`src/rtl/hmi_arbiter_pkg.sv`:
```
// hmi_arbiter_pkg: shared types for the display/keypad arbiter.
// Owner enum order doubles as priority rank (alert highest).
package hmi_arbiter_pkg;

    typedef logic [23:0] bcdPac_t;

    typedef enum logic [1:0] {
        OWN_NONE  = 2'd0,
        OWN_OP    = 2'd1,
        OWN_SETUP = 2'd2,
        OWN_ALERT = 2'd3
    } owner_e;

    typedef enum logic [1:0] {
        ST_IDLE   = 2'd0,
        ST_SWITCH = 2'd1,
        ST_OWN    = 2'd2
    } arb_state_e;

    localparam logic [2:0] GNT_NONE  = 3'b000;
    localparam logic [2:0] GNT_OP    = 3'b001;
    localparam logic [2:0] GNT_SETUP = 3'b010;
    localparam logic [2:0] GNT_ALERT = 3'b100;

    function automatic logic [2:0] owner_gnt(owner_e o);
        logic [2:0] g;
        unique case (o)
            OWN_OP:    g = GNT_OP;
            OWN_SETUP: g = GNT_SETUP;
            OWN_ALERT: g = GNT_ALERT;
            default:   g = GNT_NONE;
        endcase
        return g;
    endfunction

endpackage

```
`src/rtl/hmi_arbiter_if.sv`:
```
// hmi_arbiter_if: requester/display/keypad bundle around the arbiter.
// slave = arbiter side, master = requesters, display and keypad side.
interface hmi_arbiter_if;
    import hmi_arbiter_pkg::*;

    logic       req_op;
    logic       req_setup;
    logic       req_alert;
    bcdPac_t    bcd_op;
    bcdPac_t    bcd_setup;
    bcdPac_t    bcd_alert;
    logic       en_op;
    logic       en_setup;
    logic       en_alert;
    logic       key_valid;
    logic [3:0] key_code;

    logic [2:0] grant;
    bcdPac_t    bcd_out;
    logic       bcd_enable;
    logic       key_valid_op;
    logic       key_valid_setup;
    logic [3:0] key_code_out;
    logic       key_dropped;

    modport master (
        output req_op, req_setup, req_alert,
        output bcd_op, bcd_setup, bcd_alert,
        output en_op, en_setup, en_alert,
        output key_valid, key_code,
        input  grant, bcd_out, bcd_enable,
        input  key_valid_op, key_valid_setup,
        input  key_code_out, key_dropped
    );

    modport slave (
        input  req_op, req_setup, req_alert,
        input  bcd_op, bcd_setup, bcd_alert,
        input  en_op, en_setup, en_alert,
        input  key_valid, key_code,
        output grant, bcd_out, bcd_enable,
        output key_valid_op, key_valid_setup,
        output key_code_out, key_dropped
    );

endinterface

```
`src/rtl/hmi_prio_pick.sv`:
```
// hmi_prio_pick: fixed-priority pick (alert > setup > op) among requesters
// ranked strictly above floor_own; a locked alert is never eligible.
module hmi_prio_pick
    import hmi_arbiter_pkg::*;
(
    input  logic   req_op,
    input  logic   req_setup,
    input  logic   req_alert,
    input  logic   alert_lock,
    input  owner_e floor_own,
    output owner_e pick
);

    logic el_alert;
    logic el_setup;
    logic el_op;
    logic win_alert;
    logic win_setup;
    logic win_op;

    always_comb begin
        el_alert  = req_alert && !alert_lock && (floor_own < OWN_ALERT);
        el_setup  = req_setup && (floor_own < OWN_SETUP);
        el_op     = req_op && (floor_own < OWN_OP);
        win_alert = el_alert;
        win_setup = el_setup && !el_alert;
        win_op    = el_op && !el_setup && !el_alert;
        unique case (1'b1)
            win_alert: pick = OWN_ALERT;
            win_setup: pick = OWN_SETUP;
            win_op:    pick = OWN_OP;
            default:   pick = OWN_NONE;
        endcase
    end

endmodule

```
`src/rtl/hmi_arbiter.sv`:
```
// hmi_arbiter: shares the 7-segment display and keypad among op/setup/alert.
// Define HMI_ARB_PREEMPT_EN to let alert take over without waiting HOLD_MS.
module hmi_arbiter
    import hmi_arbiter_pkg::*;
#(
    parameter int HOLD_MS      = 200,
    parameter int BLANK_CYCLES = 2,
    parameter int ALERT_MAX_MS = 3000
) (
    input logic          clk,
    input logic          rst,
    hmi_arbiter_if.slave hmi
);

    localparam int CNT_MAX =
        (HOLD_MS > ALERT_MAX_MS) ? HOLD_MS : ALERT_MAX_MS;
    localparam int CW = $clog2(CNT_MAX + 1);
    localparam logic [CW-1:0] CNT_C   = CW'(CNT_MAX);
    localparam logic [CW-1:0] HOLD_C  = CW'(HOLD_MS);
    localparam logic [CW-1:0] ALERT_C = CW'(ALERT_MAX_MS);
    localparam logic [3:0] BLANK_LAST = 4'(BLANK_CYCLES - 1);

    arb_state_e    state;
    arb_state_e    nx_state;
    owner_e        owner;
    owner_e        nx_owner;
    owner_e        floor_own;
    owner_e        pick;
    logic [CW-1:0] own_cnt;
    logic [3:0]    blank_cnt;
    logic          alert_lock;
    logic          lock_eff;
    logic          kbuf_v;
    logic [3:0]    kbuf_code;
    logic          kbuf_nv;
    logic [3:0]    kbuf_nc;

    logic          owner_req;
    bcdPac_t       own_bcd;
    logic          own_en;
    logic          switch_done;
    logic          alert_timeout;
    logic          hold_ok;

    logic          key_go;
    owner_e        key_dst;
    logic [3:0]    key_cd;
    logic          drop_now;

    logic [2:0]    grant_q;
    bcdPac_t       bcd_q;
    logic          en_q;
    logic          kv_op_q;
    logic          kv_setup_q;
    logic [3:0]    kc_q;
    logic          kd_q;

    always_comb begin
        unique case (owner)
            OWN_OP: begin
                owner_req = hmi.req_op;
                own_bcd   = hmi.bcd_op;
                own_en    = hmi.en_op;
            end
            OWN_SETUP: begin
                owner_req = hmi.req_setup;
                own_bcd   = hmi.bcd_setup;
                own_en    = hmi.en_setup;
            end
            OWN_ALERT: begin
                owner_req = hmi.req_alert;
                own_bcd   = hmi.bcd_alert;
                own_en    = hmi.en_alert;
            end
            default: begin
                owner_req = 1'b0;
                own_bcd   = '0;
                own_en    = 1'b0;
            end
        endcase
    end

    assign switch_done = (state == ST_SWITCH) && (blank_cnt == BLANK_LAST);
    assign alert_timeout = (state == ST_OWN) && (owner == OWN_ALERT)
                         && (own_cnt == ALERT_C);
    assign lock_eff = alert_lock || alert_timeout;

    // While an owner holds the display only higher ranks may compete.
    assign floor_own = (state == ST_OWN && owner_req && !alert_timeout)
                     ? owner : OWN_NONE;

`ifdef HMI_ARB_PREEMPT_EN
    assign hold_ok = (own_cnt >= HOLD_C) || (pick == OWN_ALERT);
`else
    assign hold_ok = (own_cnt >= HOLD_C);
`endif

    hmi_prio_pick u_pick (
        .req_op     (hmi.req_op),
        .req_setup  (hmi.req_setup),
        .req_alert  (hmi.req_alert),
        .alert_lock (lock_eff),
        .floor_own  (floor_own),
        .pick       (pick)
    );

    always_comb begin
        nx_state = state;
        nx_owner = owner;
        unique case (state)
            ST_IDLE: begin
                if (pick != OWN_NONE) begin
                    nx_state = ST_SWITCH;
                    nx_owner = pick;
                end
            end
            ST_SWITCH: begin
                if (switch_done) begin
                    if (owner_req) begin
                        nx_state = ST_OWN;
                    end else if (pick != OWN_NONE) begin
                        nx_owner = pick;
                    end else begin
                        nx_state = ST_IDLE;
                        nx_owner = OWN_NONE;
                    end
                end
            end
            ST_OWN: begin
                if (!owner_req || alert_timeout) begin
                    nx_state = (pick != OWN_NONE) ? ST_SWITCH : ST_IDLE;
                    nx_owner = pick;
                end else if (pick != OWN_NONE && hold_ok) begin
                    nx_state = ST_SWITCH;
                    nx_owner = pick;
                end
            end
            default: begin
                nx_state = ST_IDLE;
                nx_owner = OWN_NONE;
            end
        endcase
    end

    // Keys seen during a handover wait in a 1-deep buffer for the new owner.
    always_comb begin
        key_go   = 1'b0;
        key_dst  = OWN_NONE;
        key_cd   = hmi.key_code;
        drop_now = 1'b0;
        kbuf_nv  = kbuf_v;
        kbuf_nc  = kbuf_code;
        unique case (state)
            ST_IDLE: begin
                key_go  = hmi.key_valid;
                key_dst = OWN_OP;
            end
            ST_OWN: begin
                key_go  = hmi.key_valid;
                key_dst = owner;
            end
            ST_SWITCH: begin
                drop_now = hmi.key_valid && kbuf_v;
                if (nx_state == ST_SWITCH) begin
                    if (hmi.key_valid) begin
                        kbuf_nv = 1'b1;
                        kbuf_nc = hmi.key_code;
                    end
                end else begin
                    kbuf_nv = 1'b0;
                    key_go  = hmi.key_valid || kbuf_v;
                    key_cd  = hmi.key_valid ? hmi.key_code : kbuf_code;
                    key_dst = (nx_state == ST_OWN) ? owner : OWN_OP;
                end
            end
            default: ;
        endcase
    end

    always_ff @(posedge clk or negedge rst) begin
        if (!rst) begin
            state      <= ST_IDLE;
            owner      <= OWN_NONE;
            grant_q    <= GNT_NONE;
            blank_cnt  <= '0;
            own_cnt    <= '0;
            alert_lock <= 1'b0;
            bcd_q      <= '0;
            en_q       <= 1'b0;
            kbuf_v     <= 1'b0;
            kbuf_code  <= '0;
            kv_op_q    <= 1'b0;
            kv_setup_q <= 1'b0;
            kc_q       <= '0;
            kd_q       <= 1'b0;
        end else begin
            state   <= nx_state;
            owner   <= nx_owner;
            grant_q <= owner_gnt(nx_owner);
            if (state == ST_SWITCH && !switch_done) begin
                blank_cnt <= blank_cnt + 4'd1;
            end else begin
                blank_cnt <= '0;
            end
            if (state == ST_OWN && nx_state == ST_OWN) begin
                if (own_cnt != CNT_C) begin
                    own_cnt <= own_cnt + CW'(1);
                end
            end else begin
                own_cnt <= '0;
            end
            if (alert_timeout) begin
                alert_lock <= 1'b1;
            end else if (!hmi.req_alert) begin
                alert_lock <= 1'b0;
            end
            if (nx_state == ST_OWN) begin
                bcd_q <= own_bcd;
                en_q  <= own_en;
            end else begin
                bcd_q <= '0;
                en_q  <= 1'b0;
            end
            kbuf_v     <= kbuf_nv;
            kbuf_code  <= kbuf_nc;
            kv_op_q    <= key_go && (key_dst == OWN_OP);
            kv_setup_q <= key_go && (key_dst == OWN_SETUP);
            kd_q       <= drop_now || (key_go && key_dst == OWN_ALERT);
            if (key_go && (key_dst == OWN_OP || key_dst == OWN_SETUP)) begin
                kc_q <= key_cd;
            end
        end
    end

    assign hmi.grant           = grant_q;
    assign hmi.bcd_out         = bcd_q;
    assign hmi.bcd_enable      = en_q;
    assign hmi.key_valid_op    = kv_op_q;
    assign hmi.key_valid_setup = kv_setup_q;
    assign hmi.key_code_out    = kc_q;
    assign hmi.key_dropped     = kd_q;

endmodule

```
`src/flat_wrapper.sv`:
```
// flat-port wrapper written by rule: the top's interface ports become plain ports
module hmi_arbiter_flat import hmi_arbiter_pkg::*;
#(
    parameter int HOLD_MS      = 200,
    parameter int BLANK_CYCLES = 2,
    parameter int ALERT_MAX_MS = 3000
)
  (clk, rst, hmi_req_op, hmi_req_setup, hmi_req_alert, hmi_bcd_op, hmi_bcd_setup, hmi_bcd_alert, hmi_en_op, hmi_en_setup, hmi_en_alert, hmi_key_valid, hmi_key_code, hmi_grant, hmi_bcd_out, hmi_bcd_enable, hmi_key_valid_op, hmi_key_valid_setup, hmi_key_code_out, hmi_key_dropped);
  hmi_arbiter_if hmi_i ();
  input logic clk;
  input logic rst;
  input wire logic [$bits(hmi_i.req_op)-1:0] hmi_req_op;
  input wire logic [$bits(hmi_i.req_setup)-1:0] hmi_req_setup;
  input wire logic [$bits(hmi_i.req_alert)-1:0] hmi_req_alert;
  input wire logic [$bits(hmi_i.bcd_op)-1:0] hmi_bcd_op;
  input wire logic [$bits(hmi_i.bcd_setup)-1:0] hmi_bcd_setup;
  input wire logic [$bits(hmi_i.bcd_alert)-1:0] hmi_bcd_alert;
  input wire logic [$bits(hmi_i.en_op)-1:0] hmi_en_op;
  input wire logic [$bits(hmi_i.en_setup)-1:0] hmi_en_setup;
  input wire logic [$bits(hmi_i.en_alert)-1:0] hmi_en_alert;
  input wire logic [$bits(hmi_i.key_valid)-1:0] hmi_key_valid;
  input wire logic [$bits(hmi_i.key_code)-1:0] hmi_key_code;
  output wire logic [$bits(hmi_i.grant)-1:0] hmi_grant;
  output wire logic [$bits(hmi_i.bcd_out)-1:0] hmi_bcd_out;
  output wire logic [$bits(hmi_i.bcd_enable)-1:0] hmi_bcd_enable;
  output wire logic [$bits(hmi_i.key_valid_op)-1:0] hmi_key_valid_op;
  output wire logic [$bits(hmi_i.key_valid_setup)-1:0] hmi_key_valid_setup;
  output wire logic [$bits(hmi_i.key_code_out)-1:0] hmi_key_code_out;
  output wire logic [$bits(hmi_i.key_dropped)-1:0] hmi_key_dropped;
  assign hmi_i.req_op = hmi_req_op;
  assign hmi_i.req_setup = hmi_req_setup;
  assign hmi_i.req_alert = hmi_req_alert;
  assign hmi_i.bcd_op = hmi_bcd_op;
  assign hmi_i.bcd_setup = hmi_bcd_setup;
  assign hmi_i.bcd_alert = hmi_bcd_alert;
  assign hmi_i.en_op = hmi_en_op;
  assign hmi_i.en_setup = hmi_en_setup;
  assign hmi_i.en_alert = hmi_en_alert;
  assign hmi_i.key_valid = hmi_key_valid;
  assign hmi_i.key_code = hmi_key_code;
  assign hmi_grant = hmi_i.grant;
  assign hmi_bcd_out = hmi_i.bcd_out;
  assign hmi_bcd_enable = hmi_i.bcd_enable;
  assign hmi_key_valid_op = hmi_i.key_valid_op;
  assign hmi_key_valid_setup = hmi_i.key_valid_setup;
  assign hmi_key_code_out = hmi_i.key_code_out;
  assign hmi_key_dropped = hmi_i.key_dropped;
  hmi_arbiter #(.HOLD_MS(HOLD_MS), .BLANK_CYCLES(BLANK_CYCLES), .ALERT_MAX_MS(ALERT_MAX_MS)) u_core (.clk(clk), .rst(rst), .hmi(hmi_i));
endmodule
```
`config.mk`:
```
export PLATFORM = sky130hd
export DESIGN_NAME = hmi_arbiter_flat
export DESIGN_NICKNAME = d
export VERILOG_FILES = /design/src/rtl/hmi_arbiter_pkg.sv /design/src/rtl/hmi_arbiter_if.sv /design/src/rtl/hmi_prio_pick.sv /design/src/rtl/hmi_arbiter.sv /design/src/flat_wrapper.sv
export SDC_FILE = /design/constraint.sdc
export NUM_CORES = 1
export LEC_CHECK = 0
export CAP_MARGIN = 20
export CELL_PAD_IN_SITES_DETAIL_PLACEMENT = 1
export CELL_PAD_IN_SITES_GLOBAL_PLACEMENT = 1
export CORE_UTILIZATION = 35
export CTS_CLUSTER_DIAMETER = 200
export CTS_CLUSTER_SIZE = 24
export DETAILED_ROUTE_END_ITERATION = 7
export MAX_ROUTING_LAYER = met4
export PLACE_DENSITY = 0.87
export SYNTH_ARGS = -nofsm -noshare
export SYNTH_HDL_FRONTEND = slang
export SYNTH_SLANG_ARGS = --single-unit
```
`constraint.sdc`:
```
create_clock -name clk -period 5.8 [get_ports clk]
set_input_delay 1.16 -clock clk [delete_from_list [all_inputs] [get_ports clk]]
set_output_delay 1.16 -clock clk [all_outputs]
set_load 0.01 [all_outputs]
```
==> results.json <==
{
  "multi_input_area_um2": 1710,
  "ioPinCount": 120,
  "core-area_um2": 9240,
  "hold-path-endpoint": "u_core.alert_lock",
  "die_area_um2": 9950,
  "yosysTopAreaCell": "dfrtp_1",
  "numCtsBuffers": 9,
  "power_leakage_uw": 0.00209,
  "reg2reg_depth": 9,
  "gp_congestion": 0.810,
  "worstSetupStartpoint": "hmi_req_op",
  "clock_sinks": 61,
  "port_buffers": 119,
  "cts_tree": "done",
  "r2r_end": "u_core.hmi.key_code_out[2]",
  "fmaxAchievable_mhz": 249,
  "vias_per_cell": 5.05,
  "critical_path_class": "in -> reg",
  "hp-class": "reg -> reg",
  "netlist.area_leader.share": 0.457,
  "rsz0062_at_grt": "no",
  "cts_hold_buf": 0,
  "postRouteAntennaNets": 0,
  "clk_pin_slew_ns": 0.07,
  "drtIter0Drc": 96,
  "max-vdd-ir-drop_uv": 142,
  "rows": 35,
  "synth_nets": 427,
  "grt_pass1_vias": 3288,
  "ys.flop_type": "dfrtp_1",
  "grt_max_degree": 62,
  "die_h_um": 99.7,
  "finalSetupViolCount": 0,
  "r2r_setup_slack_ns": 2.10,
  "start_kind": "primary input",
  "root_buffer": "clkbuf_8",
  "antennaDiodeCount": 0,
  "yosysMostFrequentCell": "nor2_1",
  "drt-total-wl_mm": 9.70,
  "status": "completed",
  "fin_crit_sh": 0.693,
  "die-width_um": 99.7,
  "antenna_found_initial": 0,
  "cts_setup_buffers": 0,
  "end_kind": "flip-flop",
  "wl_per_cell_um": 16.6,
  "pwr_density_cell_nw_per_um2": 385,
  "synth_area_um2": 3340,
  "drc": 0,
  "skew_ns": 0.0113,
  "grtUsageTotal": 0.211,
  "ys_types": 59,
  "dp_hpwl_mm": 7.22,
  "min_path_cells": 1,
  "regArea_um2": 1530,
  "htreeDepth": 3,
  "worst_ep_arrival_time_ns": 4.25,
  "post_cts_resize_count": 0,
  "fillers": 1020,
  "r2r_start": "u_core.owner[1]",
  "clk_path_buf_depth": 2,
  "detailedPlace.worstSlack_ns": 1.52,
  "synth_seq_cells": 61,
  "finish.net_count": 545,
  "final_cells": 586,
  "worstPathRequired_ns": 6.03,
  "synth.area.top_cells": "dfrtp_1, nor2_1, mux2i_1, a21oi_1, mux2_2",
  "yosys_warnings": 0,
  "final-max-slew-violation-count": 0,
  "synth-edff-count": 0,
  "start_util": 0.362,
  "overflow": 0,
  "clkLatencyLatePin_ns": 0.34,
  "grt_pass1_wl_mm": 15.8,
  "finalSetupTns_ns": 0,
  "yosysSeqAreaShare": 0.457,
  "avgSynthCellArea_um2": 9.98,
  "area_growth_pct": 45.5,
  "async_reset_ff_frac": 1.00,
  "worst_slack_ns": 1.78,
  "ys_top_cells_by_count": "nor2_1, dfrtp_1, a21oi_1, mux2i_1, nand3_1",
  "min-delay-start": "u_core.alert_lock",
  "max_slew_margin": 0.397,
  "period_needed_ns": 4.02,
  "syn_inst": 335,
  "hold_viol": 0,
  "placed_cells": 571,
  "drive_gt1_frac": 0.0897,
  "drt_pass1_iterations": 4,
  "cap_violations": 0,
  "worst_pin_slew_ns": 0.904,
  "vias": 2959,
  "crit_path_max_fanout": 5
}
[layout make-up]
class                           count  area share
Clock buffer                       12      0.0339
Tap cell                          129      0.0332
Multi-Input combinational cell    251       0.350
Timing Repair Buffer              122       0.248
Sequential cell                    61       0.314
Clock inverter                      3      0.0139
Inverter                            8     0.00617
[registers in the layout, indices dropped and copies added (netlist names)]
| signal | cells |
|---|---|
| u_core.kbuf_v | 1 |
| u_core.blank_cnt | 4 |
| u_core.kbuf_code | 4 |
| u_core.hmi.key_valid_setup | 1 |
| u_core.hmi.grant | 3 |
| u_core.alert_lock | 1 |
| u_core.state | 2 |
| u_core.hmi.bcd_enable | 1 |
| u_core.hmi.key_dropped | 1 |
| u_core.owner | 2 |
| u_core.own_cnt | 12 |
| u_core.hmi.key_code_out | 4 |
| u_core.hmi.key_valid_op | 1 |
| u_core.hmi.bcd_out | 24 |
[per-layer routing]
metal / vias to the layer above / part of all wire / GRT usage
li1: 1407 / - / -
met1: 1439 / 0.40 / 0.229
met2: 97 / 0.52 / 0.373
met3: 16 / 0.059 / 0.0471
met4: 0 / 0.020 / 0.0860
met5: - / 0 / -
[cells in the final DEF, fill, tap and decap left out, drive strengths merged, types with 2 or more instances in the layout]
cell / instances
bufinv: 2
or3: 4
nand2b: 3
nand4b: 2
buf: 4
mux2i: 25
nor3b: 2
a21o: 3
and3: 5
a21oi: 35
mux2: 13
clkdlybuf4s50: 118
and2: 3
nor4: 2
a31oi: 3
dfrtp: 61
o21ai: 10
xnor2: 4
nor2b: 2
nand3: 13
o32ai: 2
and2b: 2
clkbuf: 12
nand2: 10
inv: 7
nor3: 4
o21a: 2
ha: 7
xor2: 7
nor2: 70
o311ai: 2
[how the worst max path moves through the flow]
stage               slack (ns)                         end  depth (start not counted)
floorplan                 2.48  u_core.hmi.key_code_out[0]                          9
global placement          1.70  u_core.hmi.key_code_out[0]                         10
detailed placement        1.52  u_core.hmi.key_code_out[2]                         10
CTS                       1.79  u_core.hmi.key_code_out[2]                         10
global route              1.60  u_core.hmi.key_code_out[2]                         10
finish                    1.78  u_core.hmi.key_code_out[2]                         10
[kinds of logic after synthesis]
kind of cell | count (synthesis) | share of synthesized area
AOI/OAI and AO/OA | 68 | 0.141
DFF | 61 | 0.457
xor gates and xnor gates | 11 | 0.0288
and+or+nand+nor | 127 | 0.194
muxes | 38 | 0.120
buffers and inverters | 23 | 0.0333
adders and majority gates | 7 | 0.0262
[where the power goes]
group | internal, uW | switching, uW | total, uW
clock network | 275 | 165 | 440
logic | 399 | 394 | 792
registers | 518 | 122 | 640
total | 1190 | 681 | 1870
[worst max-delay path, cell delays in order]
cell,delay [ns]
clkdlybuf4s50_1,0.57
mux2_4,0.22
nand3_1,0.18
or3_1,0.40
a21oi_1,0.20
a31oi_1,0.14
o21ai_0,0.38
ha_1,0.33
nor3_4,0.29
mux2_2,0.38
[per-stage QoR]
| stage | area [um^2] | hold WS (ns) | power (uW) | utilization |
|---|---|---|---|---|
| after floorplan | 3340 | 0.441 | 1140 | - |
| after CTS | 4870 | 0.478 | 1890 | 0.527 |
| after global routing | 4870 | 0.511 | 1980 | 0.527 |
| final | 4870 | 0.478 | 1870 | 0.527 |
| after detailed placement | 4630 | 0.461 | 1440 | 0.501 |
| after global placement | 4630 | 0.462 | 1410 | 0.501 |
Note: power is estimated with default switching activity, not from simulation.
